<file path="src/rtl/fft_pkg.sv">
// fft_pkg: shared types, bank encodings and size helpers for the FFT sequencer
package fft_pkg;
    typedef enum logic [1:0] {IDLE, RUN, DRAIN, DONE} fft_ctrl_state_t;
    localparam logic BANK0_RD = 1'b0;
    localparam logic BANK1_RD = 1'b1;
    function automatic int fft_n(input int m);
        return 2 ** m;
    endfunction
    function automatic int fft_nbfly(input int m);
        return 2 ** (m - 1);
    endfunction
endpackage

</file>
<file path="src/rtl/fft_agu_ctrl_if.sv">
// fft_agu_ctrl_if: start request plus AGU/write/bank/status signals of the FFT sequencer
interface fft_agu_ctrl_if #(parameter int M = 9);
    logic         start;
    logic [M-1:0] level;
    logic [M-1:0] index;
    logic         rd_en;
    logic         wr_en;
    logic [M-1:0] wr_index;
    logic         bank_sel;
    logic         busy;
    logic         done;
    modport master (input start, output level, index, rd_en, wr_en, wr_index, bank_sel, busy, done);
    modport slave  (output start, input level, index, rd_en, wr_en, wr_index, bank_sel, busy, done);
endinterface

</file>
<file path="src/rtl/fft_pipe_delay.sv">
// fft_pipe_delay: DEPTH-stage shift register with asynchronous active-low clear
module fft_pipe_delay #(
    parameter int DEPTH = 4,
    parameter int W     = 8
) (
    input  logic         clk,
    input  logic         reset_n,
    input  logic [W-1:0] d,
    output logic [W-1:0] q
);
    logic [W-1:0] sr [DEPTH];
    // shift one stage per cycle; reset discards everything in flight
    always_ff @(posedge clk or negedge reset_n) begin
        if (!reset_n) begin
            for (int i = 0; i < DEPTH; i++) sr[i] <= '0;
        end else begin
            sr[0] <= d;
            for (int i = 1; i < DEPTH; i++) sr[i] <= sr[i-1];
        end
    end
    assign q = sr[DEPTH-1];
endmodule

</file>
<file path="src/rtl/fft_agu_ctrl.sv">
// fft_agu_ctrl: radix-2 FFT level/index sequencer with write-delay line and ping-pong bank select
module fft_agu_ctrl
    import fft_pkg::*;
#(
    parameter int M        = 9,
    parameter int BFLY_LAT = 4
) (
    input logic            clk,
    input logic            reset_n,
    fft_agu_ctrl_if.master bus
);
    localparam int NBFLY = fft_nbfly(M);
    fft_ctrl_state_t state_q, state_d;
    logic [M-1:0] level_q, level_d, index_q, index_d;
    logic         bank_q, bank_d;
    logic [3:0]   cnt_q, cnt_d;
    logic [M:0]   wr_q;
    logic         last_idx, last_lvl, drain_end, rd_en;
    assign last_idx  = index_q == M'(NBFLY - 1);
    assign last_lvl  = level_q == M'(M - 1);
    assign drain_end = cnt_q == 4'(BFLY_LAT - 1);
    assign rd_en     = state_q == RUN;
    // state and counter registers
    always_ff @(posedge clk or negedge reset_n) begin
        if (!reset_n) begin
            state_q <= IDLE;
            level_q <= '0;
            index_q <= '0;
            bank_q  <= BANK0_RD;
            cnt_q   <= '0;
        end else begin
            state_q <= state_d;
            level_q <= level_d;
            index_q <= index_d;
            bank_q  <= bank_d;
            cnt_q   <= cnt_d;
        end
    end
    // next state: sweep indices in RUN, let in-flight writes land in DRAIN, then next level or finish
    always_comb begin
        state_d = state_q;
        level_d = level_q;
        index_d = index_q;
        bank_d  = bank_q;
        cnt_d   = cnt_q;
        case (state_q)
            IDLE: if (bus.start) begin
                state_d = RUN;
                level_d = '0;
                index_d = '0;
                bank_d  = BANK0_RD;
            end
            RUN: begin
                index_d = last_idx ? '0 : index_q + 1'b1;
                cnt_d   = '0;
                state_d = last_idx ? DRAIN : RUN;
            end
            DRAIN: begin
                cnt_d = cnt_q + 4'd1;
                if (drain_end) begin
                    state_d = last_lvl ? DONE : RUN;
                    level_d = last_lvl ? level_q : level_q + 1'b1;
                    bank_d  = last_lvl ? bank_q : ~bank_q;
                end
            end
            DONE: begin
                state_d = IDLE;
                level_d = '0;
            end
            default: state_d = IDLE;
        endcase
    end
    fft_pipe_delay #(.DEPTH(BFLY_LAT), .W(M + 1)) u_wr_dly (
        .clk     (clk),
        .reset_n (reset_n),
        .d       ({rd_en, index_q}),
        .q       (wr_q)
    );
    assign bus.level    = level_q;
    assign bus.index    = index_q;
    assign bus.rd_en    = rd_en;
    assign bus.wr_en    = wr_q[M];
    assign bus.wr_index = wr_q[M-1:0];
    assign bus.bank_sel = bank_q;
    assign bus.busy     = state_q == RUN || state_q == DRAIN;
    assign bus.done     = state_q == DONE;
endmodule
</file>
<file path="src/flat_wrapper.sv">
// flat-port wrapper written by rule: the top's interface ports become plain ports
module fft_agu_ctrl_flat import fft_pkg::*;
#(
    parameter int M        = 9,
    parameter int BFLY_LAT = 4
)
  (clk, reset_n, bus_start, bus_level, bus_index, bus_rd_en, bus_wr_en, bus_wr_index, bus_bank_sel, bus_busy, bus_done);
  fft_agu_ctrl_if #(.M(M)) bus_i ();
  input logic clk;
  input logic reset_n;
  input wire logic [$bits(bus_i.start)-1:0] bus_start;
  output wire logic [$bits(bus_i.level)-1:0] bus_level;
  output wire logic [$bits(bus_i.index)-1:0] bus_index;
  output wire logic [$bits(bus_i.rd_en)-1:0] bus_rd_en;
  output wire logic [$bits(bus_i.wr_en)-1:0] bus_wr_en;
  output wire logic [$bits(bus_i.wr_index)-1:0] bus_wr_index;
  output wire logic [$bits(bus_i.bank_sel)-1:0] bus_bank_sel;
  output wire logic [$bits(bus_i.busy)-1:0] bus_busy;
  output wire logic [$bits(bus_i.done)-1:0] bus_done;
  assign bus_i.start = bus_start;
  assign bus_level = bus_i.level;
  assign bus_index = bus_i.index;
  assign bus_rd_en = bus_i.rd_en;
  assign bus_wr_en = bus_i.wr_en;
  assign bus_wr_index = bus_i.wr_index;
  assign bus_bank_sel = bus_i.bank_sel;
  assign bus_busy = bus_i.busy;
  assign bus_done = bus_i.done;
  fft_agu_ctrl #(.M(M), .BFLY_LAT(BFLY_LAT)) u_core (.clk(clk), .reset_n(reset_n), .bus(bus_i));
endmodule
</file>
<file path="config.mk">
export PLATFORM = sky130hd
export DESIGN_NAME = fft_agu_ctrl_flat
export DESIGN_NICKNAME = d
export VERILOG_FILES = /design/src/rtl/fft_pkg.sv /design/src/rtl/fft_agu_ctrl_if.sv /design/src/rtl/fft_pipe_delay.sv /design/src/rtl/fft_agu_ctrl.sv /design/src/flat_wrapper.sv
export SDC_FILE = /design/constraint.sdc
export NUM_CORES = 1
export LEC_CHECK = 0
export ABC_AREA = 1
export CORE_ASPECT_RATIO = 0.6
export CORE_UTILIZATION = 38
export CTS_CLUSTER_DIAMETER = 40
export DETAILED_ROUTE_END_ITERATION = 10
export GPL_TIMING_DRIVEN = 0
export PLACE_DENSITY_LB_ADDON = 0.2
export SYNTH_ARGS = -nofsm -noshare
export SYNTH_HDL_FRONTEND = slang
export SYNTH_SLANG_ARGS = --single-unit
export TNS_END_PERCENT = 50
</file>
<file path="constraint.sdc">
create_clock -name clk -period 3.9 [get_ports clk]
set_clock_uncertainty 0.05 [all_clocks]
set_input_delay 0.78 -clock clk [delete_from_list [all_inputs] [get_ports clk]]
set_output_delay 0.78 -clock clk [all_outputs]
set_load 0.05 [all_outputs]
</file>
==> qor.yml, run 1 <==
worst_setup_path:
  rrSetupSlack_ns: 2.14
  timing.rr.start: "u_core.state_q[1]"
  cp_max_fo: 8
  worst_setup_path_start_kind: "register"
  critical_path.max_stage_delay_ns: 0.88
  cp_cell_sequence: "inv_1 > ha_1 > clkdlybuf4s50_1"
  r2r_end: "u_core.bus.index[2]"
  worstSetupPathType: "reg -> out"
  worst_ep_arrival_time_ns: 2.12
  cp_slowest_cell: "clkdlybuf4s50_1"
  endpoint_kind: "output pin"
  crit_required_ns: 3.07
  r2r.worst_path.cells: 8
floorplanning:
  pin_count: 35
  dieArea_um2: 7397
  std_cell_rows: 23
  core_area_um2: 6734
  initial_core_util: 0.3976
  die_w_um: 110.4
  die_h_um: 67.02
sta:
  min_period_ns: 2.948
  hold_viol: 0
  tightestPinTransition_ns: 0.8085
  rsz0062_at_grt: "no"
  fin_crit_sh: 0.7558
  finalMaxSlewViolations: 0
  clock.fmax_mhz: 339.3
  setup_slack_ns: 0.9524
  final-setup-viol-count: 0
  holdWs_ns: 0.2935
  relSlewSlack: 0.4610
synth:
  synth_top_area_share: 0.6075
  synth_compound_area_frac: 0.03645
  yosysSeqAreaShare: 0.6075
  syn_nets: 288
  syn_inst: 277
  avgSynthCellArea_um2: 9.666
  mappedNetlistArea_um2: 2678
  synthAdderAreaFrac: 0.03738
  ys_types: 25
  synth.largest_area_cell: "dfrtp_1"
  synth_top_family_by_area: "simple AND/OR/NAND/NOR gates"
  yosysWarnings: 0
  synthTopCellsByArea: "dfrtp_1 (61%), nand2_1 (12%), ha_1 (3.7%)"
  synth-seq-cells: 65
  synth_simple_gate_area_frac: 0.2327
  muxShareOfSynthArea: 0
  synth_xor_area_frac: 0.009813
run_status:
  outcome: "complete, no violations"
cts:
  cts.sinks: 65
  htree_levels: 3
  clockRootBuffer: "clkbuf_16"
  cts_buffers: 9
  tritoncts: "built"
  postCtsSetupRepairBufs: 0
  cts_hold_buf: 0
  insertion_delay_ns: 0.33
  cts_buffer_depth: 2
  clk_pin_slew_ns: 0.05
  cts_resized: 0
hold_path:
  worstHoldPathCells: 0
  min_path_type: "reg -> reg"
  whs_endpoint: "u_core.u_wr_dly.sr[13]"
  hp-start: "u_core.u_wr_dly.sr[23]"
power:
  power_frac_clock: 0.514
  p_switching_w: 0.0003426
  ir_worst_vdd_v: 0.0001798
  p_seq_frac: 0.449
  power_w: 0.001548
  power.density_nw_per_um2: 451.9
  switching_share: 0.2214
  comb_power_share: 0.037
  p_int_w: 0.001205
  p_leak_nw: 1.602
cells_and_area:
  syn2layout_area_growth_pct: 27.90
  n_antenna_cell: 0
  drive_gt1_frac: 0.1346
  final_cells: 414
  nets: 333
drt:
  viasPerCell: 4.486
  antenna_left: 0
  first_pass_iters: 4
  wl_per_cell_um: 11.53
  drt_wl_total_um: 4774
  route.vias.total: 1857
  drtIter0Drc: 111
  drc: 0
placed_design:
  dpl.hpwl_um: 3282
  io_buffers: 34
  gp_congestion: 0.8415
  place_ws_ns: 1.276
  dp.cells: 398
grt:
  grt_overflow: 0
  grt_pass1_vias: 1695
  antenna_found_initial: 0
  grt_max_degree: 66
  grt_usage: 0.1560
  grt_pass1_wl_um: 8342
flow_run:
  maxCapViolCount: 0
[power by group through the flow]
stage	registers (W)	logic, W	clock network (W)
6_report	0.000696	0.0000572	0.000795
5_1_grt	0.000697	0.0000627	0.000856
4_1_cts	0.000696	0.0000589	0.000818
3_5_place_dp	0.000708	0.0000588	0
3_3_place_gp	0.000708	0.0000587	0
2_1_floorplan	0.000716	0.0000208	0
[final cells by class]
cell class / instances / area, um^2
inverter: 30 / 112.6
clock inverter: 7 / 75.07
fill: 638 / 3309
buffer: 12 / 91.34
clock buffer: 9 / 225.2
timing repair buffer: 34 / 337.8
sequential: 65 / 1627
tap: 87 / 108.9
multi-input combinational: 170 / 847.1
[synthesized netlist by cell type (all sizes together)]
master / n
o21bai: 2
nor3: 1
clkinv: 1
nand3b: 1
inv: 29
o22ai: 2
dfrtp: 65
buf: 12
nand3: 19
nor2: 29
xor2: 2
xnor2: 1
o21ai: 6
ha: 8
nand4: 3
a21oi: 8
nand2: 88
[worst max-delay path by stage]
stage / from / to / cells after the start
6_report: u_core.state_q[1] / bus_rd_en / 3
5_1_grt: u_core.state_q[0] / bus_busy / 3
4_1_cts: u_core.state_q[1] / bus_rd_en / 3
3_5_place_dp: u_core.state_q[1] / bus_rd_en / 3
3_3_place_gp: reset_n / u_core.u_wr_dly.sr[25] / 1
2_1_floorplan: u_core.state_q[0] / bus_busy / 2
[routing by layer]
metal | global-route usage | wire length, um
met1 | 0.2275 | 2542
met2 | 0.2065 | 1905
met3 | 0.05382 | 267
met4 | 0.06414 | 57
met5 | 0 | 0
[sequential cells by signal, indices dropped and copies added (netlist names)]
register	count
u_core.bus.bank_sel	1
u_core.u_wr_dly.q	10
u_core.bus.level	9
u_core.bus.index	9
u_core.u_wr_dly.sr	30
u_core.state_q	2
u_core.cnt_q	4
[metrics by stage]
step	cell area [um^2]	utilization	setup TNS, ns
6_report	3425	0.5085	0
3_5_place_dp	3124	0.4640	0
3_3_place_gp	3127	0.4643	-8.639
5_1_grt	3425	0.5085	0
2_1_floorplan	2678	-	0
4_1_cts	3425	0.5085	0
[worst max-delay path, delay by kind of cell, from the launching register on]
family / cells / cell delay, ns
adders and majority gates: 1 / 0.40
buffers and inverters: 2 / 0.99
DFF: 1 / 0.41
[layout by cell type, fill, tap and decap left out, types with 3 or more instances in the layout]
master	instances
buf_4	11
ha_1	8
nand4_1	3
nor2_4	4
nor2_2	3
inv_2	4
nor2_1	22
a21oi_1	8
nand2_1	86
dfrtp_1	65
o21ai_0	6
inv_1	25
nand3_1	17
clkbuf_16	9
inv_6	3
clkdlybuf4s50_1	33
[cells by family after synthesis]
logic type / Yosys count
xor+xnor: 3
flops: 65
fa+ha+maj: 8
simple gates: 141
buf+inv: 42
compound gates: 18
Note: power is estimated with default switching activity, not from simulation.
==> inputs of run 2 (changes only) <==
Clock period 3.9 ns to 2.5 ns, I/O delays scaled along.
==> qor.yml, run 2 (same netlist as run 1, synthesis figures left out) <==
run_status:
  outcome: "complete, no violations"  # unchanged
grt:
  busiest_layer: "met1"  # unchanged
  grt_max_degree: 66  # unchanged
  grt_usage: 0.1562  # was 0.1560
  grt_overflow: 0  # unchanged
  grt_util_met1: 0.2275  # unchanged
  grt_pass1_wl_um: 8349  # was 8342 um
  grtUsageMet2: 0.2073  # was 0.2065
  grt_pass1_vias: 1695  # unchanged
  antenna_found_initial: 0  # unchanged
  grt_use_met3: 0.05382  # unchanged
cts:
  cts_hold_buf: 0  # unchanged
  clockRootBuffer: "clkbuf_16"  # unchanged
  cts_resized: 2  # was 0
  tritoncts: "built"  # unchanged
  clk_pin_slew_ns: 0.05  # about the same
  cts.sinks: 65  # unchanged
  insertion_delay_ns: 0.33  # about the same
  htree_levels: 3  # unchanged
  cts_buffer_depth: 2  # unchanged
  postCtsSetupRepairBufs: 0  # unchanged
  cts_buffers: 9  # unchanged
cells_and_area:
  n_fill_cell: 639  # was 638
  nets: 333  # unchanged
  n_antenna_cell: 0  # unchanged
  multiInputGateArea_um2: 847.1  # unchanged
  area.sequential_um2: 1627  # unchanged
  finish.instance_area_um2: 3422  # was 3425 um^2
  largest_reg_flops: 30  # unchanged
  layout_common_cells: "nand2_1 (86), dfrtp_1 (65), clkdlybuf4s50_1 (31)"  # was nand2_1 (86), dfrtp_1 (65), clkdlybuf4s50_1 (33)
  layout_commonest_cell: "nand2_1"  # unchanged
  drive_gt1_frac: 0.1346  # unchanged
  largest_register: "u_core.u_wr_dly.sr"  # unchanged
  syn2layout_area_growth_pct: 27.80  # was 27.90%
worst_setup_path:
  worst_setup_path_start_kind: "register"  # unchanged
  crit_required_ns: 1.95  # was 3.07 ns
  rrSetupSlack_ns: 0.74  # was 2.14 ns
  timing.rr.start: "u_core.state_q[1]"  # unchanged
  cp_slowest_cell: "dlygate4sd2_1"  # was clkdlybuf4s50_1
  startpoint: "u_core.state_q[1]"  # unchanged
  critical_path.max_stage_delay_ns: 0.58  # was 0.88 ns
  worst_ep_arrival_time_ns: 1.81  # was 2.12 ns
  r2r.worst_path.cells: 8  # unchanged
  worstSetupPathType: "reg -> out"  # unchanged
  cp_top_family: "buffers and inverters"  # unchanged
  cp_cell_sequence: "inv_1 > ha_1 > dlygate4sd2_1"  # was inv_1 > ha_1 > clkdlybuf4s50_1
  endpoint_kind: "output pin"  # unchanged
  cp_max_fo: 8  # unchanged
  crit_buf_inv: 2  # unchanged
  r2r_end: "u_core.bus.index[2]"  # unchanged
floorplanning:
  initial_core_util: 0.3976  # unchanged
  pin_count: 35  # unchanged
  std_cell_rows: 23  # unchanged
  core_area_um2: 6734  # unchanged
  dieArea_um2: 7397  # unchanged
  die_h_um: 67.02  # unchanged
  die_w_um: 110.4  # unchanged
sta:
  clock.fmax_mhz: 423.1
  finalMaxSlewViolations: 0  # unchanged
  relSlewSlack: 0.4610  # unchanged
  holdWs_ns: 0.2289  # was 0.2935 ns
  tightestPinTransition_ns: 0.8085  # unchanged
  min_period_ns: 2.364
  fin_crit_sh: 0.9454
  rsz0062_at_grt: "no"  # unchanged
  final-setup-viol-count: 0  # unchanged
  hold_viol: 0  # unchanged
  setup_slack_ns: 0.1365  # was 0.9524 ns
power:
  power.density_nw_per_um2: 705.5  # was 451.9 nW/um^2
  ir_worst_vdd_v: 0.0002805  # was 0.0001798 V
  p_leak_nw: 1.598  # was 1.602 nW
placed_design:
  dpl.hpwl_um: 3282  # unchanged
  dpl_cell_area_um2: 3124  # unchanged
  gp_congestion: 0.8415  # unchanged
  place_ws_ns: 0.1562  # was 1.276 ns
  io_buffers: 34  # unchanged
drt:
  drt_wl_total_um: 4774  # unchanged
  first_pass_iters: 4  # unchanged
  drtIter0Drc: 111  # unchanged
  drc: 0  # unchanged
  wl_per_cell_um: 11.53  # unchanged
  antenna_left: 0  # unchanged
  viasPerCell: 4.486  # unchanged
  route.vias.total: 1857  # unchanged
hold_path:
  min_path_type: "in -> async"  # was reg -> reg
flow_run:
  maxCapViolCount: 0  # unchanged
==> run 2: final cells by class <==
cell class / instances / area share
inverter: 30 / 0.03291
timing repair buffer: 34 / 0.09799
sequential: 65 / 0.4753
clock buffer: 9 / 0.06581
multi-input combinational: 170 / 0.2475
buffer: 12 / 0.02669
clock inverter: 7 / 0.02194
tap: 87 / 0.03181
==> run 2: worst reg2reg max path, delay by kind of cell (launching register included) <==
kind,cells,cell delay [ns]
simple gates,4,0.47
fa+ha+maj,1,0.40
buf+inv,3,0.34
flops,1,0.41
==> run 2: how the worst max path moves through the flow <==
stage | cells past startpoint | end
2_1_floorplan | 8 | u_core.bus.index[3]
3_3_place_gp | 1 | u_core.u_wr_dly.sr[25]
3_5_place_dp | 3 | bus_rd_en
4_1_cts | 3 | bus_rd_en
5_1_grt | 3 | bus_busy
6_report | 3 | bus_rd_en
==> run 2: where the power goes <==
part / leakage (nW) / internal, W / switching, W
Clock: 0.151 / 0.000779 / 0.000461
Combinational: 0.695 / 0.0000263 / 0.0000629
Sequential: 0.752 / 0.00107 / 0.0000107
==> run 2: per-stage QoR <==
stage	TNS [ns]	total power, W	util	cells
after CTS	0	0.002454	0.5082	414
after global placement	-81.44	0.001195	0.4643	398
final	0	0.002414	0.5082	414
after floorplan	0	0.001150	-	277
after global routing	0	0.002520	0.5082	414
after detailed placement	0	0.001196	0.4640	398
==> run 2: routing by layer <==
metal,up-vias,routed length [um]
li1,952,-
met1,856,2542
met2,43,1905
met3,6,267
met4,0,57
met5,-,0
==> inputs of run 3 (changes only) <==
==> constraint.sdc (replaced) <==
create_clock -name clk -period 2.5 [get_ports clk]
set_clock_uncertainty 0.05 [all_clocks]
set_input_delay 0.375 -clock clk [delete_from_list [all_inputs] [get_ports clk]]
set_output_delay 0.375 -clock clk [all_outputs]
set_load 0.05 [all_outputs]
==> results of run 3 <==
The final DEF is identical to that of run 2. Status: complete, no violations.
Among the figures that moved: setup slack after placement 0.1562 ns -> 0.2812 ns; setup slack after layout 0.1365 ns -> 0.2615 ns; hold slack 0.2289 ns -> 0.1039 ns
